--- config.mk ---
export PLATFORM = sky130hd
export DESIGN_NAME = uart_rx_deframer
export DESIGN_NICKNAME = d
export VERILOG_FILES = /design/src/rtl/uart_pkg.sv /design/src/rtl/sync_fifo.sv /design/src/rtl/uart_rx_deframer.sv
export SDC_FILE = /design/constraint.sdc
export NUM_CORES = 1
export LEC_CHECK = 0
export CAP_MARGIN = 20
export CORE_MARGIN = 3
export CORE_UTILIZATION = 50
export DETAILED_ROUTE_END_ITERATION = 10
export PLACE_DENSITY = 0.67
export SYNTH_ARGS = -nofsm -noshare
export SYNTH_HDL_FRONTEND = slang
export SYNTH_SLANG_ARGS = --single-unit
--- constraint.sdc ---
create_clock -name clk -period 7.2 [get_ports clk]
set_clock_uncertainty 0.1 [all_clocks]
set_input_delay 1.8 -clock clk [delete_from_list [all_inputs] [get_ports clk]]
set_output_delay 1.8 -clock clk [all_outputs]
set_load 0.1 [all_outputs]
--- src/rtl/uart_pkg.sv ---
// ============================================================================
// Module      : uart_pkg
// Description : Shared types and constants for the UART packet deframer.
// Revision    : 1.0 - initial release
// ============================================================================
`default_nettype none

package uart_pkg;

    localparam logic [7:0] UART_SYNC_BYTE = 8'hA5;

    typedef enum logic [1:0] {
        HUNT    = 2'd0,
        LEN     = 2'd1,
        PAYLOAD = 2'd2,
        CSUM    = 2'd3
    } deframer_state_t;

    typedef struct packed {
        logic       sop;
        logic       eop;
        logic       err;
        logic [7:0] data;
    } deframer_entry_t;

endpackage

`default_nettype wire

--- src/rtl/sync_fifo.sv ---
// ============================================================================
// Module      : sync_fifo
// Description : Single-clock first-word-fall-through FIFO with full/empty/count.
// Revision    : 1.0 - initial release
// ============================================================================
`default_nettype none

module sync_fifo #(
    parameter int unsigned WIDTH = 11,
    parameter int unsigned DEPTH = 16
) (
    input  logic                     clk,
    input  logic                     rst,
    input  logic                     i_wr_en,
    input  logic [WIDTH-1:0]         i_wr_data,
    input  logic                     i_rd_en,
    output logic [WIDTH-1:0]         o_rd_data,
    output logic                     o_full,
    output logic                     o_empty,
    output logic [$clog2(DEPTH):0]   o_count
);

    localparam int unsigned AW = $clog2(DEPTH);

    logic [WIDTH-1:0] r_mem [DEPTH];
    logic [AW-1:0]    r_wr_ptr;
    logic [AW-1:0]    r_rd_ptr;
    logic [AW:0]      r_count;
    logic             w_wr;
    logic             w_rd;

    assign o_empty   = (r_count == '0);
    assign o_full    = (r_count == (AW+1)'(DEPTH));
    assign o_count   = r_count;
    assign o_rd_data = r_mem[r_rd_ptr];

    // A pop frees the slot in the same cycle, so a push while full is accepted alongside it.
    assign w_rd = i_rd_en & ~o_empty;
    assign w_wr = i_wr_en & (~o_full | w_rd);

    always_ff @(posedge clk) begin
        if (rst) begin
            r_wr_ptr <= '0;
            r_rd_ptr <= '0;
            r_count  <= '0;
        end else begin
            if (w_wr) r_wr_ptr <= r_wr_ptr + 1'b1;
            if (w_rd) r_rd_ptr <= r_rd_ptr + 1'b1;
            case ({w_wr, w_rd})
                2'b10:   r_count <= r_count + 1'b1;
                2'b01:   r_count <= r_count - 1'b1;
                default: r_count <= r_count;
            endcase
        end
    end

    always_ff @(posedge clk) begin
        if (w_wr) r_mem[r_wr_ptr] <= i_wr_data;
    end

endmodule

`default_nettype wire

--- src/rtl/uart_rx_deframer.sv ---
// ============================================================================
// Module      : uart_rx_deframer
// Description : Sync/length/payload[/checksum] deframer feeding a FWFT stream FIFO.
//               Define UART_DEFRAMER_CSUM_EN to parse and check the trailing CSUM byte.
// Revision    : 1.0 - initial release
// ============================================================================
`default_nettype none

module uart_rx_deframer
    import uart_pkg::*;
#(
    parameter int unsigned FIFO_DEPTH = 16,
    parameter logic [7:0]  SYNC_BYTE  = UART_SYNC_BYTE,
    parameter int unsigned MAX_LEN    = 64
) (
    input  logic       clk,
    input  logic       rst,
    input  logic [7:0] i_rx_data,
    input  logic       i_rx_valid,
    output logic [7:0] o_pkt_data,
    output logic       o_pkt_valid,
    input  logic       i_pkt_ready,
    output logic       o_pkt_sop,
    output logic       o_pkt_eop,
    output logic       o_pkt_err,
    output logic       o_len_err,
    output logic       o_overflow
);

    localparam logic [7:0] c_max_len = 8'(MAX_LEN);

    deframer_state_t r_state;
    deframer_state_t w_state_next;
    deframer_entry_t w_push_entry;
    deframer_entry_t w_head;
    logic [7:0]      r_remaining;
    logic            r_sop;
    logic            r_ovf_pkt;
    logic            r_len_err;
    logic            r_overflow;
    logic            w_push;
    logic            w_pop;
    logic            w_drop;
    logic            w_len_bad;
    logic            w_len_err_next;
    logic            w_fifo_full;
    logic            w_fifo_empty;
    logic [$clog2(FIFO_DEPTH):0] w_fifo_count;

`ifdef UART_DEFRAMER_CSUM_EN
    logic [7:0] r_acc;
    logic [7:0] r_hold;
`endif

    assign w_len_bad = (i_rx_data == 8'd0) || (i_rx_data > c_max_len);

    always_comb begin
        w_state_next      = r_state;
        w_push            = 1'b0;
        w_len_err_next    = 1'b0;
        w_push_entry.sop  = r_sop;
        w_push_entry.eop  = 1'b0;
        w_push_entry.err  = 1'b0;
        w_push_entry.data = i_rx_data;
        if (i_rx_valid) begin
            case (r_state)
                HUNT: begin
                    if (i_rx_data == SYNC_BYTE) w_state_next = LEN;
                end
                LEN: begin
                    if (w_len_bad) begin
                        w_len_err_next = 1'b1;
                        w_state_next   = HUNT;
                    end else begin
                        w_state_next   = PAYLOAD;
                    end
                end
                PAYLOAD: begin
                    if (r_remaining == 8'd1) begin
`ifdef UART_DEFRAMER_CSUM_EN
                        w_state_next = CSUM;
`else
                        w_push           = 1'b1;
                        w_push_entry.eop = 1'b1;
                        w_push_entry.err = r_ovf_pkt;
                        w_state_next     = HUNT;
`endif
                    end else begin
                        w_push = 1'b1;
                    end
                end
                CSUM: begin
`ifdef UART_DEFRAMER_CSUM_EN
                    w_push            = 1'b1;
                    w_push_entry.data = r_hold;
                    w_push_entry.eop  = 1'b1;
                    w_push_entry.err  = (r_acc != i_rx_data) | r_ovf_pkt;
`endif
                    w_state_next = HUNT;
                end
                default: w_state_next = HUNT;
            endcase
        end
    end

    always_ff @(posedge clk) begin
        if (rst) r_state <= HUNT;
        else     r_state <= w_state_next;
    end

    assign w_pop  = o_pkt_valid & i_pkt_ready;
    assign w_drop = w_push & w_fifo_full & ~w_pop;

    always_ff @(posedge clk) begin
        if (rst) begin
            r_remaining <= 8'd0;
            r_sop       <= 1'b0;
            r_ovf_pkt   <= 1'b0;
            r_len_err   <= 1'b0;
            r_overflow  <= 1'b0;
        end else begin
            r_len_err <= w_len_err_next;
            if (w_drop) r_overflow <= 1'b1;
            if (w_state_next == HUNT) r_ovf_pkt <= 1'b0;
            else if (w_drop)          r_ovf_pkt <= 1'b1;
            // sop marks the first push attempt, even if that push is dropped.
            if (w_push) r_sop <= 1'b0;
            if (i_rx_valid && r_state == LEN && !w_len_bad) begin
                r_remaining <= i_rx_data;
                r_sop       <= 1'b1;
            end
            if (i_rx_valid && r_state == PAYLOAD && r_remaining != 8'd1)
                r_remaining <= r_remaining - 8'd1;
        end
    end

`ifdef UART_DEFRAMER_CSUM_EN
    always_ff @(posedge clk) begin
        if (rst) begin
            r_acc  <= 8'd0;
            r_hold <= 8'd0;
        end else if (i_rx_valid) begin
            if (r_state == LEN) r_acc <= i_rx_data;
            if (r_state == PAYLOAD) begin
                r_acc <= r_acc ^ i_rx_data;
                if (r_remaining == 8'd1) r_hold <= i_rx_data;
            end
        end
    end
`endif

    sync_fifo #(
        .WIDTH (11),
        .DEPTH (FIFO_DEPTH)
    ) u_fifo (
        .clk       (clk),
        .rst       (rst),
        .i_wr_en   (w_push),
        .i_wr_data (w_push_entry),
        .i_rd_en   (i_pkt_ready),
        .o_rd_data (w_head),
        .o_full    (w_fifo_full),
        .o_empty   (w_fifo_empty),
        .o_count   (w_fifo_count)
    );

    assign o_pkt_valid = ~w_fifo_empty;
    assign o_pkt_sop   = w_head.sop;
    assign o_pkt_eop   = w_head.eop;
    assign o_pkt_err   = w_head.err;
    assign o_pkt_data  = w_head.data;
    assign o_len_err   = r_len_err;
    assign o_overflow  = r_overflow;

endmodule

`default_nettype wire

==> metrics <==
outcome complete, no violations; Synth top area share 63.6%; WP data required 5.30 ns; Comb pwr share 20.1%; worst reg2reg path startpoint r_state[0]$_SDFF_PP0_; Leak 3.06 nW; Most common cell on crit path mux4_2; largest net degree at the start of global routing 31; Net Sw Frac 27.0%; Worst slew margin 29.7%; core footprint 16,100 sq um; # hold bufs at CTS 0; Setup CP Type reg2out; Final period util 79.3%; First-pass DRT Iterations 5; worst hold stages 2; CP max stage cell clkdlybuf4s50_1; post-synth cell types 56; worst-margin pin slew 1.05 ns; crit end category primary output; Post-CTS Resized 0; Setup TNS 0 ns; Crit Path Max Fanout 19; Starting Density 51.8%; largest family of logic cells by synthesized area multiplexers; mux share of post-synthesis cell area 15.2%; HP Class reg2reg; CTS sink cnt 207; GP Congestion 0.849; number of synthesized flops with an enable pin 176; Tmin final 5.71 ns; Reg clk slew, reported paths 0.06 ns; Overflow after GRT 0; post-synth net total 475; filler instances 1,146; simple-gate area share of the yosys netlist 5.57%; Yosys reg bits 207; Main synth FF type edfxtp_1; Worst Path Arrival 3.81 ns; number of antenna violations at the first check in global routing 0; hpwl dp 10,500 um; Global Route Usage Sum 19.7%; Die ar. 18,200 sq um; area share of xor/xnor cells in the synthesized design 0.843%; sw power 866 uW; Vias 4,382; Reg2Reg Setup Slack 3.77 ns; RSZ-0062 raised after global routing no; Crit path largest cell delay 0.99 ns; site row count 46; Max-cap violations 0; Synth area leader edfxtp_1; die extent in y 135 um; synth top area cells edfxtp_1 64%, mux4_2 15%, dfxtp_1 7.5%; top cells by count, synth 176 x edfxtp_1, 55 x mux4_2, 36 x nor2_1; worst path cell trace buf_4, mux4_2, mux4_2, clkdlybuf4s50_1; Final Setup Violations 0; Die X 135 um; post-DR wirelength/cell 23.6 um; Layout Area Growth over Synthesis 16.8%; Ys Warns 0; Post-Synthesis Cells 454; Util after Layout 60.4%; share of layout cells above drive strength 1 24.4%; max-slew violation count 0; io pins 26; Max Freq 175 MHz; Reg power frac 42.8%; clk root buf clkbuf_16; first-pass GRT wire length 26,800 um; crit path buf inv count 2; most common cell in the synthesized netlist edfxtp_1; r2r worst-path depth 5; crit start category flip-flop; number of global-route vias before repair 4,389; Async SR Flop Fraction 0%; CTS Buffer Depth 3; post-place instance area 8930 sq um; CTS Buf Count 22; via-per-instance ratio 5.95; power density over cell area 330 nW/um^2; R2R Path End u_fifo.r_mem[2][8]$_DFFE_PP_; Routed Antenna Nets 0; cell area after layout 9710 sq um; Port Buffers 25; Hold Fails Final Rpt 0; post-CTS setup buffer count 0; compound-cell area share of the yosys netlist 4.08%; sequential share of the synthesized area 71.0%; Synth Area in Adders 1.35%; worst skew pair latency 0.50 ns; DRT iter0 DRCs 447; htree depth 1; Mapped Area 8310 sq um; CTS tree built; Crit path max-delay family buffers and inverters; VDD IR max 0.000375 V; clock share of power 37.1%; HP Start o_overflow$_SDFFE_PP0P_; Diodes inserted 0; # nets final 527; Int Power 2.34 mW; Routed WL 17,400 um; syn_area_per_cell 18.3 sq um; residual DRC count 0; Hold EP o_overflow$_SDFFE_PP0P_
==> routing by layer <==
metal	global-route usage, %	up-vias	part of all wire (%)
li1	-	1927	-
met1	28.6	2258	41
met2	31.5	168	50
met3	3.87	29	6.6
met4	4.70	0	2.4
met5	0	-	0
==> placed cells by master, fill, tap and decap left out, types with 7 or more instances in the layout <==
master / count
edfxtp_1: 176
mux4_2: 55
nor2_1: 35
dfxtp_1: 29
clkdlybuf4s50_1: 25
clkbuf_16: 23
buf_4: 22
inv_1: 14
a21oi_1: 14
nand2_1: 13
ha_1: 9
clkbuf_1: 7
==> per-stage QoR <==
stage,instances,power [mW],hold WS [ns],setup WS (ns)
floorplan,454,1.91,0.353,3.32
global placement,696,2.03,0.336,1.94
detailed placement,697,2.05,0.343,1.85
CTS,735,3.24,0.357,1.39
global route,736,3.34,0.369,1.28
finish,736,3.20,0.359,1.49
==> area by class of cell <==
class / instances / area, sq um / area share [%]
Sequential cell: 207 / 5910 / 60.9
Timing Repair Buffer: 48 / 435 / 4.49
Tap cell: 216 / 270 / 2.78
Clock buffer: 30 / 602 / 6.20
Clock inverter: 8 / 170 / 1.75
Multi-Input combinational cell: 213 / 2270 / 23.4
Inverter: 14 / 52.6 / 0.541
==> power groups by stage <==
stage                     Combinational (mW)  Clock [mW]  Sequential, mW
after floorplan                        0.546           0            1.36
after global placement                 0.621           0            1.41
after detailed placement               0.649           0            1.40
after CTS                              0.652        1.22            1.37
after global routing                   0.690        1.27            1.38
final                                  0.644        1.19            1.37
==> worst max path at each step <==
stage	start	endpoint	slack (ns)	depth (start not counted)
floorplan	i_rx_valid	u_fifo.r_mem[3][0]$_DFFE_PP_	3.32	5
global placement	flip-flop	o_pkt_data[0]	1.94	4
detailed placement	i_rx_valid	u_fifo.r_mem[2][2]$_DFFE_PP_	1.85	6
CTS	flip-flop	o_pkt_data[6]	1.39	4
global route	flip-flop	o_pkt_data[0]	1.28	4
finish	flip-flop	o_pkt_data[0]	1.49	4
==> flip-flops by register name (all words and copies together), names as in the netlist, named ones only <==
name and cells:
o_len_err 1, r_sop 1, u_fifo.r_rd_ptr 4, u_fifo.o_count 5, r_remaining 8, r_ovf_pkt 1, o_overflow 1, r_state 2
u_fifo.r_mem 176, u_fifo.r_wr_ptr 4
==> worst register-to-register path, delay by kind of cell, from the launching register on <==
kind / cells / cell delay (ns)
compound gates: 1 / 0.85
buf+inv: 1 / 0.32
flops: 1 / 0.34
simple gates: 3 / 1.52
==> cells by family (layout without fill, tap and decap cells) <==
family,count (synthesis),count (layout)
adders and majority gates,9,9
DFF,207,207
xor gates and xnor gates,8,8
and+or+nand+nor,91,91
AOI/OAI and AO/OA,48,48
buffers and inverters,34,100
muxes,57,57
Note: power is estimated with default switching activity, not from simulation.
